File: src/rtl/fetch_sequencer.sv
// Fetch sequencer: reads a 6502 opcode, sizes it from its aaa/bbb/cc fields, fetches 0-2 operand bytes, issues to the decoder.
// Define FETCH_WDOG_EN to add a memory-wait watchdog (sticky o_fetch_err, HALT state).
module fetch_sequencer #(
    parameter int                    ADDR_WIDTH = 16,
    parameter int                    REG_WIDTH  = 8,
    parameter logic [ADDR_WIDTH-1:0] RESET_PC   = '0
`ifdef FETCH_WDOG_EN
    ,
    parameter int                    WDOG_LIMIT = 15
`endif
) (
    input  logic                     clk,
    input  logic                     reset_n,
    output logic [ADDR_WIDTH-1:0]    o_mem_addr,
    output logic                     o_mem_rd,
    input  logic [REG_WIDTH-1:0]     i_mem_rdata,
    input  logic                     i_mem_valid,
    input  logic                     i_get_next,
    input  logic                     i_pc_load,
    input  logic [ADDR_WIDTH-1:0]    i_pc_in,
    output logic [REG_WIDTH-1:0]     o_instruction,
    output logic [2*REG_WIDTH-1:0]   o_operand,
    output logic [1:0]               o_operand_len,
    output logic [ADDR_WIDTH-1:0]    o_instr_addr,
    output logic                     o_instruction_ready,
    output logic [ADDR_WIDTH-1:0]    o_pc,
    output logic                     o_fetch_err
);

    typedef enum logic [3:0] {
        S_FETCH_OP, S_WAIT_OP, S_FETCH_LO, S_WAIT_LO,
        S_FETCH_HI, S_WAIT_HI, S_ISSUE, S_WAIT_NEXT, S_HALT
    } state_t;

    function automatic logic [1:0] f_len(input logic [7:0] op);
        logic [2:0] bbb;
        bbb   = op[4:2];
        f_len = 2'd0;
        case (op[1:0])
            2'b01: f_len = (bbb == 3'b011 || bbb == 3'b110 || bbb == 3'b111) ? 2'd2 : 2'd1;
            2'b11: f_len = 2'd0;
            default: begin
                case (bbb)
                    3'b000: begin
                        if (op == 8'h00 || op == 8'h40 || op == 8'h60) f_len = 2'd0;
                        else if (op == 8'h20)                          f_len = 2'd2;
                        else                                           f_len = 2'd1;
                    end
                    3'b001, 3'b100, 3'b101: f_len = 2'd1;
                    3'b010, 3'b110:         f_len = 2'd0;
                    default:                f_len = 2'd2;
                endcase
            end
        endcase
    endfunction

    state_t                  r_state, w_next;
    logic [ADDR_WIDTH-1:0]   r_pc;
    logic [REG_WIDTH-1:0]    r_opcode, r_lo;
    logic [ADDR_WIDTH-1:0]   r_op_addr;
    logic [1:0]              r_len;
    logic [REG_WIDTH-1:0]    r_instruction;
    logic [2*REG_WIDTH-1:0]  r_operand;
    logic [1:0]              r_operand_len;
    logic [ADDR_WIDTH-1:0]   r_instr_addr;

    logic                    w_capture, w_issue, w_fetch, w_wdog_trip;
    logic [1:0]              w_len;
    logic [REG_WIDTH-1:0]    w_iss_instr;
    logic [ADDR_WIDTH-1:0]   w_iss_addr;
    logic [1:0]              w_iss_len;
    logic [2*REG_WIDTH-1:0]  w_iss_operand;

    assign w_len   = f_len(i_mem_rdata[7:0]);
    assign w_fetch = (r_state == S_FETCH_OP) || (r_state == S_FETCH_LO) || (r_state == S_FETCH_HI);

    always_ff @(posedge clk) begin
        if (!reset_n) r_state <= S_FETCH_OP;
        else          r_state <= w_next;
    end

    // NOTE: every signal gets a default before the case so no path leaves one unassigned (no latches).
    always_comb begin
        w_next        = r_state;
        w_capture     = 1'b0;
        w_issue       = 1'b0;
        w_iss_instr   = r_opcode;
        w_iss_addr    = r_op_addr;
        w_iss_len     = r_len;
        w_iss_operand = '0;
        case (r_state)
            S_FETCH_OP: w_next = S_WAIT_OP;
            S_WAIT_OP: if (i_mem_valid) begin
                w_capture   = 1'b1;
                w_iss_instr = i_mem_rdata;
                w_iss_addr  = r_pc;
                w_iss_len   = w_len;
                w_issue     = (w_len == 2'd0);
                w_next      = w_issue ? S_ISSUE : S_FETCH_LO;
            end
            S_FETCH_LO: w_next = S_WAIT_LO;
            S_WAIT_LO: if (i_mem_valid) begin
                w_capture     = 1'b1;
                w_iss_operand = {{REG_WIDTH{1'b0}}, i_mem_rdata};
                w_issue       = (r_len == 2'd1);
                w_next        = w_issue ? S_ISSUE : S_FETCH_HI;
            end
            S_FETCH_HI: w_next = S_WAIT_HI;
            S_WAIT_HI: if (i_mem_valid) begin
                w_capture     = 1'b1;
                w_iss_operand = {i_mem_rdata, r_lo};
                w_issue       = 1'b1;
                w_next        = S_ISSUE;
            end
            S_ISSUE:     w_next = S_WAIT_NEXT;
            S_WAIT_NEXT: if (i_pc_load || i_get_next) w_next = S_FETCH_OP;
            S_HALT:      w_next = S_HALT;
            default:     w_next = S_FETCH_OP;
        endcase
        if (w_wdog_trip) w_next = S_HALT;
    end

    always_ff @(posedge clk) begin
        if (!reset_n) begin
            r_pc          <= RESET_PC;
            r_instruction <= '0;
            r_operand     <= '0;
            r_operand_len <= '0;
            r_instr_addr  <= '0;
        end else begin
            if (r_state == S_WAIT_NEXT && i_pc_load) r_pc <= i_pc_in;
            else if (w_capture)                      r_pc <= r_pc + ADDR_WIDTH'(1);
            if (w_issue) begin
                r_instruction <= w_iss_instr;
                r_operand     <= w_iss_operand;
                r_operand_len <= w_iss_len;
                r_instr_addr  <= w_iss_addr;
            end
        end
    end

    // NOTE: capture registers are not reset; each is written by a fetch before anything reads it.
    always_ff @(posedge clk) begin
        if (w_capture) begin
            case (r_state)
                S_WAIT_OP: begin
                    r_opcode  <= i_mem_rdata;
                    r_op_addr <= r_pc;
                    r_len     <= w_len;
                end
                S_WAIT_LO: r_lo <= i_mem_rdata;
                default: ;
            endcase
        end
    end

`ifdef FETCH_WDOG_EN
    localparam int                WDOG_W    = $clog2(WDOG_LIMIT + 1);
    localparam logic [WDOG_W-1:0] WDOG_LAST = WDOG_W'(WDOG_LIMIT - 1);

    logic [WDOG_W-1:0] r_wdog;
    logic              r_fetch_err;
    logic              w_wait;

    assign w_wait      = (r_state == S_WAIT_OP) || (r_state == S_WAIT_LO) || (r_state == S_WAIT_HI);
    // A mem_valid on the limit cycle captures normally instead of tripping.
    assign w_wdog_trip = w_wait && !i_mem_valid && (r_wdog == WDOG_LAST);

    always_ff @(posedge clk) begin
        if (!reset_n) begin
            r_wdog      <= '0;
            r_fetch_err <= 1'b0;
        end else begin
            if (w_fetch)                     r_wdog <= '0;
            else if (w_wait && !i_mem_valid) r_wdog <= r_wdog + WDOG_W'(1);
            if (w_wdog_trip) r_fetch_err <= 1'b1;
        end
    end

    assign o_fetch_err = r_fetch_err;
`else
    assign w_wdog_trip = 1'b0;
    assign o_fetch_err = 1'b0;
`endif

    // Gated by reset_n so no read request escapes while reset is held.
    assign o_mem_rd            = w_fetch && reset_n;
    assign o_mem_addr          = o_mem_rd ? r_pc : '0;
    assign o_instruction_ready = (r_state == S_ISSUE);
    assign o_instruction       = r_instruction;
    assign o_operand           = r_operand;
    assign o_operand_len       = r_operand_len;
    assign o_instr_addr        = r_instr_addr;
    assign o_pc                = r_pc;

endmodule
File: config.mk
export PLATFORM = sky130hd
export DESIGN_NAME = fetch_sequencer
export DESIGN_NICKNAME = d
export VERILOG_FILES = /design/src/rtl/fetch_sequencer.sv
export SDC_FILE = /design/constraint.sdc
export NUM_CORES = 1
export LEC_CHECK = 0
export CORE_AREA = 2 2 94 96
export CTS_CLUSTER_SIZE = 10
export DETAILED_ROUTE_END_ITERATION = 10
export DIE_AREA = 0 0 96 98
export GPL_ROUTABILITY_DRIVEN = 1
export HOLD_SLACK_MARGIN = 0.03
export PLACE_DENSITY_LB_ADDON = 0.2
export REMOVE_ABC_BUFFERS = 1
export SLEW_MARGIN = 5
export SYNTH_ARGS = -nofsm -noshare
export SYNTH_HDL_FRONTEND = slang
export SYNTH_SLANG_ARGS = --single-unit
File: constraint.sdc
create_clock -name clk -period 4.75 [get_ports clk]
set_clock_uncertainty 0.2 [all_clocks]
set_input_delay 0.7125 -clock clk [delete_from_list [all_inputs] [get_ports clk]]
set_output_delay 0.7125 -clock clk [all_outputs]
set_load 0.05 [all_outputs]
==> results of run 1 <==
## critical path, stage by stage
cell and delay, ps:
clkdlybuf4s50_1 690, nor4b_2 100, a2bb2oi_1 260, and4_4 550
or2_2 560, buf_12 260, o21ai_0 110
## metrics by stage
stage | cells | hold slack [ps] | setup WS (ps) | total power, uW
after floorplan | 361 | 312 | 708 | 1110
after global placement | 581 | 246 | 1190 | 1230
after detailed placement | 581 | 254 | 1160 | 1230
after CTS | 597 | 266 | 1550 | 1800
after global routing | 597 | 276 | 1350 | 1850
final | 597 | 262 | 1530 | 1780
## final cells by class
type                    instances  area, um2  share of cell area
flip-flops and latches         96       2260               0.406
multi-input cells             262       1870               0.337
repair buffers                112       1070               0.192
clock buffers                  13        170              0.0306
well taps                     108        135              0.0243
clock inverters                 3       47.5             0.00854
inverters                       3       11.3             0.00202
## state kept, by name, summed over array words and instances, names as in the netlist, 4 cells and up
| name | count |
|---|---|
| o_instr_addr | 16 |
| o_instruction | 8 |
| o_operand | 16 |
| o_pc | 16 |
| r_lo | 8 |
| r_op_addr | 16 |
| r_opcode | 8 |
| r_state | 4 |
## power by group
group          switching, uW  internal (uW)
Sequential              25.5            888
Clock                    280            293
Combinational            189            108
## layer usage
metal,global-route usage,up-vias,wire length [um]
met5,0,-,0
met4,0.0747,0,78
met3,0.0401,6,506
met2,0.322,108,4710
met1,0.304,1641,4700
li1,-,1666,-
## placed cells by master (no fill, tap or decap), types with 7 or more instances in the layout
cell / synthesis / layout
dfxtp_1: 62 / 62
buf_4: 1 / 24
a21oi_2: 22 / 22
a22oi_1: 9 / 9
o31ai_1: 32 / 32
clkbuf_8: 0 / 10
mux2i_1: 25 / 25
and3_1: 7 / 7
nand3_1: 14 / 14
nand2_1: 18 / 18
clkdlybuf4s50_1: 0 / 86
o21ai_0: 16 / 16
edfxtp_1: 34 / 34
nor2_1: 8 / 8
and2_1: 16 / 16
a21oi_1: 19 / 19
o21ai_2: 8 / 8
## cells by family after synthesis
logic type / count (synthesis)
compound gates: 136
fa+ha+maj: 1
mux: 26
flops: 96
xor+xnor: 6
buf+inv: 41
other cells: 1
simple gates: 92
## final timing paths
check / start / endpoint / slack, ps
setup / recovery: i_mem_rdata[0] / o_operand[8]$_SDFFE_PN0P_ / 1530
hold / removal: o_operand[15]$_SDFFE_PN0P_ / o_operand[15]$_SDFFE_PN0P_ / 260
setup reg to reg: r_state[0]$_SDFFE_PN0P_ / o_operand[8]$_SDFFE_PN0P_ / 1970
hold reg to reg: o_operand[15]$_SDFFE_PN0P_ / o_operand[15]$_SDFFE_PN0P_ / 260
==> run metrics, run 1 <==
max_slew headroom 0.509; Post-Synth Simple-Gate Area 0.127; Post-CTS Setup Inserts 0; RSZ-0062 raised after global routing false; final hold violation count 0; clk sinks 96; routed len/inst 16.7 um; Worst Tran Pin Value about 730 ps; CP Data Arrival Time around 3300 ps; Tmin final roughly 3200 ps; Worst R2R Path Depth 6; number of remaining DRC errors 0; fin util 0.657; Post-Syn Area ~4400 um2; Most used DFF post-synth dfxtp_1; post-synthesis register bit count between 90 and 100; H-tree level count 3; hold crit path type reg2reg; complex-gate fraction of the synthesized area 0.227; post-synth cell types 63; n_diodes 0; Yosys Warn Count 0; Synth area leaders dfxtp_1 (29%), edfxtp_1 (23%), mux2i_1 (5.7%); Root Driver clkbuf_8; fillers 699; Post-Layout Inst Area about 5600 um2; count of final setup violators 0; Total GRT Usage 0.213; top-area cell type share of the netlist area 0.285; maximum clock frequency slightly above 0.3 GHz; TritonCTS Buffers 9; sequential cell area fraction in the yosys report 0.520; grt ovf 0; Post-synth top cells dfxtp_1 (62), edfxtp_1 (34), o31ai_1 (32); period utilization 0.678; WS Path Type in2reg; initial antenna violation count 0; Core Area around 8500 um2; Initial Utilization 0.514; Worst VDD drop 0.133 mV; mux share of post-synthesis cell area 0.0601; largest family of logic cells by synthesized area compound AO/OA/AOI/OAI gates; Via density around 5.7; initial drt markers roughly 180; number of synthesized flops with an enable pin 34; nets between 500 and 600; synthesis-to-layout area growth 27.8%; gp weighted congestion between 0.7 and 0.8; XOR/XNOR Fraction of Synth Area 0.0121; first-pass GRT wire length roughly 16 mm; Chip Width roughly 96 um; Synth async-reset ratio 0; top-count cell post-synth dfxtp_1; Crit. End Element flop; Lkg Pwr roughly 0.0022 uW; largest net degree at the start of global routing 73; Max Slew Vio Count 0; status completed; hold path depth 2; Critical Path RT roughly 4800 ps; Post-DP HPWL 6.53 mm; CP max FO 35; IO Count ~110; die height 98 um; vias in the first global route around 3200; pwr dens 320 nW/um2; Startpoint Class primary input; Worst-path clk slew 100 ps; fraction of layout cells with a size suffix above 1 0.170; Max Cap Viol 0; cell accounting for the most synthesized area dfxtp_1; detailed-route via count 3421; row count 34; First-pass DRT Iterations 5; routed wire length 9.99 mm; CTS tree built; antenna-violating nets left 0; IO buf count roughly 100; Mean Syn Cell Area between 10 and 15 um2; Syn Inst Count roughly 400; setup total negative slack 0 ps; # resized after CTS 0; Post-Synth Adder-Cell Area 0.00287; die area 9410 um2; Worst-Skew Late Latency 350 ps; Hold-fix buffers, CTS 0; Area after DPL 5350 um2; clk buf depth 2
Power figures use the tool's default switching activity.
==> inputs of run 2 (changes only) <==
--- a/config.mk
+++ b/config.mk
@@ -5,10 +5,10 @@
 export SDC_FILE = /design/constraint.sdc
 export NUM_CORES = 1
 export LEC_CHECK = 0
-export CORE_AREA = 2 2 94 96
+export CORE_AREA = 2 2 102 104
 export CTS_CLUSTER_SIZE = 10
 export DETAILED_ROUTE_END_ITERATION = 10
-export DIE_AREA = 0 0 96 98
+export DIE_AREA = 0 0 104 106
 export GPL_ROUTABILITY_DRIVEN = 1
 export HOLD_SLACK_MARGIN = 0.03
 export PLACE_DENSITY_LB_ADDON = 0.2
==> constraint.sdc (replaced) <==
create_clock -name clk -period 2.7 [get_ports clk]
set_clock_uncertainty 0.2 [all_clocks]
set_input_delay 0.405 -clock clk [delete_from_list [all_inputs] [get_ports clk]]
set_output_delay 0.405 -clock clk [all_outputs]
set_load 0.05 [all_outputs]
==> run 2 against run 1 <==
Power rose by 72%; via count rose by 3.2%; setup slack got worse by 1200 ps; count of clock-buffer cells in the layout fell by 3; final cell count rose by 7.7%; register-to-register slack got worse by 1500 ps; clock power rose by 56%; final area rose by 6.8%; first-iteration DRC count rose by 5.5%; core utilization fell by 6.3 points.
==> run metrics, run 2 (same netlist as run 1, synthesis figures left out) <==
CP Data Arrival Time 1780 ps; fin util 0.594; TritonCTS Buffers 9; initial antenna violation count 0; count of final setup violators 0; Comb power frac 0.184; Initial Utilization 0.435; # resized after CTS 0; Via density around 5.5; Psw 867 uW; routed len/inst between 15 and 20 um; First-pass DRT Iterations 4; H-tree level count 3; Post-Layout Inst Area between 5000 and 6000 um2; die area between 10000 and 15000 um2; nets ~530; Core Area approximately 10000 um2; synthesis-to-layout area growth 36.5%; first-pass GRT wire length 17.6 mm; clk sinks 96; fraction of layout cells with a size suffix above 1 0.203; number of remaining DRC errors 0; Worst path max stage delay between 300 and 400 ps; final hold violation count 0; RSZ-0062 raised after global routing false; Root Driver clkbuf_8; Post-CTS Setup Inserts 0; initial drt markers around 190; CP Cell Sequence nand2b_1 > a211oi_2 > buf_4 > and2_1 > buf_12; Bufs and invs on worst path 2; Clock Power Share 0.291; Chip Width ~100 um; CTS tree built; WS Path Type reg2out; row count 37; largest net degree at the start of global routing 73; gp weighted congestion a little over 0.8; IO buf count roughly 100; routed wire length between 10 and 15 mm; Worst-path clk slew 90 ps; max_slew headroom 0.526; Startpoint Class flop; Max Cap Viol 0; Total GRT Usage 0.200; Worst VDD drop about 0.24 mV; Top delay family on crit path simple AND/OR/NAND/NOR gates; fillers roughly 880; period utilization 0.884; slowest stage cell, crit path dfxtp_1; Worst-Skew Late Latency between 300 and 400 ps; detailed-route via count between 3000 and 4000; Crit. End Element output pin; total internal power around 2200 uW; grt ovf 0; Critical Path RT around 2100 ps; n_diodes 0; setup total negative slack 0 ps; switching share of power 0.283; Hold-fix buffers, CTS 0; Placement Setup Slack approximately 67 ps; CP max FO 17; antenna-violating nets left 0; commonest cells after routing, fill and taps aside clkdlybuf4s50_1 (85), dfxtp_1 (62), edfxtp_1 (34); commonest non-fill, non-tap cell in the layout clkdlybuf4s50_1; Tmin final between 2000 and 2500 ps; hold crit path type in2reg; vias in the first global route roughly 3400; die height around 110 um; Final Non-Filler Cells roughly 640; # placed instances ~630; final setup margin approximately 310 ps; IO Count 106; Reg power frac 0.524; Lkg Pwr 0.00230 uW; Worst Tran Pin Value between 700 and 800 ps; Area after DPL a little under 6000 um2; R2R Setup Slk about 510 ps; Post-DP HPWL 7.46 mm; Max Slew Vio Count 0; maximum clock frequency ~0.42 GHz; pwr dens between 500 and 600 nW/um2; clk buf depth 2; status completed
run 2: changes by cell type in the layout (fill, tap and decap cells not counted), sizes merged:
cell,before,now
buf,26,46
clkdlybuf4s50,86,85
clkinv,2,4
clkbuf,13,10
run 2: worst paths after layout:
kind / startpoint / to / depth (start not counted)
min: reset_n / r_state[1]$_SDFFE_PN0P_ / 3
max reg2reg: r_state[1]$_SDFFE_PN0P_ / o_operand_len[0]$_SDFFE_PN0P_ / 6
min reg2reg: o_operand[14]$_SDFFE_PN0P_ / o_operand[14]$_SDFFE_PN0P_ / 2
max: r_state[3]$_SDFFE_PN0P_ / o_mem_addr[0] / 5
run 2: area by class of cell:
| class | count | area [um2] | share of cell area |
|---|---|---|---|
| clock inverters | 5 | 48.8 | 0.00821 |
| clock buffers | 10 | 128 | 0.0215 |
| well taps | 136 | 170 | 0.0286 |
| flip-flops and latches | 96 | 2260 | 0.381 |
| multi-input cells | 262 | 1880 | 0.316 |
| inverters | 3 | 11.3 | 0.00190 |
| repair buffers | 131 | 1440 | 0.243 |
run 2: worst register-to-register path, stage by stage, from the launching register on:
cell	delay, ps
dfxtp_1	630
nand3_1	210
nor3_4	160
a31o_1	190
buf_4	390
o22ai_1	160
o211a_1	150
run 2: metal layers:
layer,GRT usage,vias to the layer above,wire length [um]
met4,0.0579,0,92
met5,0,-,0
met2,0.320,78,5430
met3,0.0380,6,398
met1,0.277,1735,5050
li1,-,1711,-
run 2: per-stage QoR:
step                      hold slack (ps)  power, uW
after floorplan                       304       1950
after global placement                249       2200
after detailed placement              252       2210
after CTS                             185       3080
after global routing                  203       3180
final                                 193       3060
run 2: power by group through the flow:
stage / Combinational (uW) / Clock [uW] / Sequential [uW]
3_3_place_gp: 559 / 0 / 1640
4_1_cts: 568 / 902 / 1610
2_1_floorplan: 176 / 0 / 1770
3_5_place_dp: 567 / 0 / 1640
5_1_grt: 598 / 969 / 1610
6_report: 565 / 892 / 1610
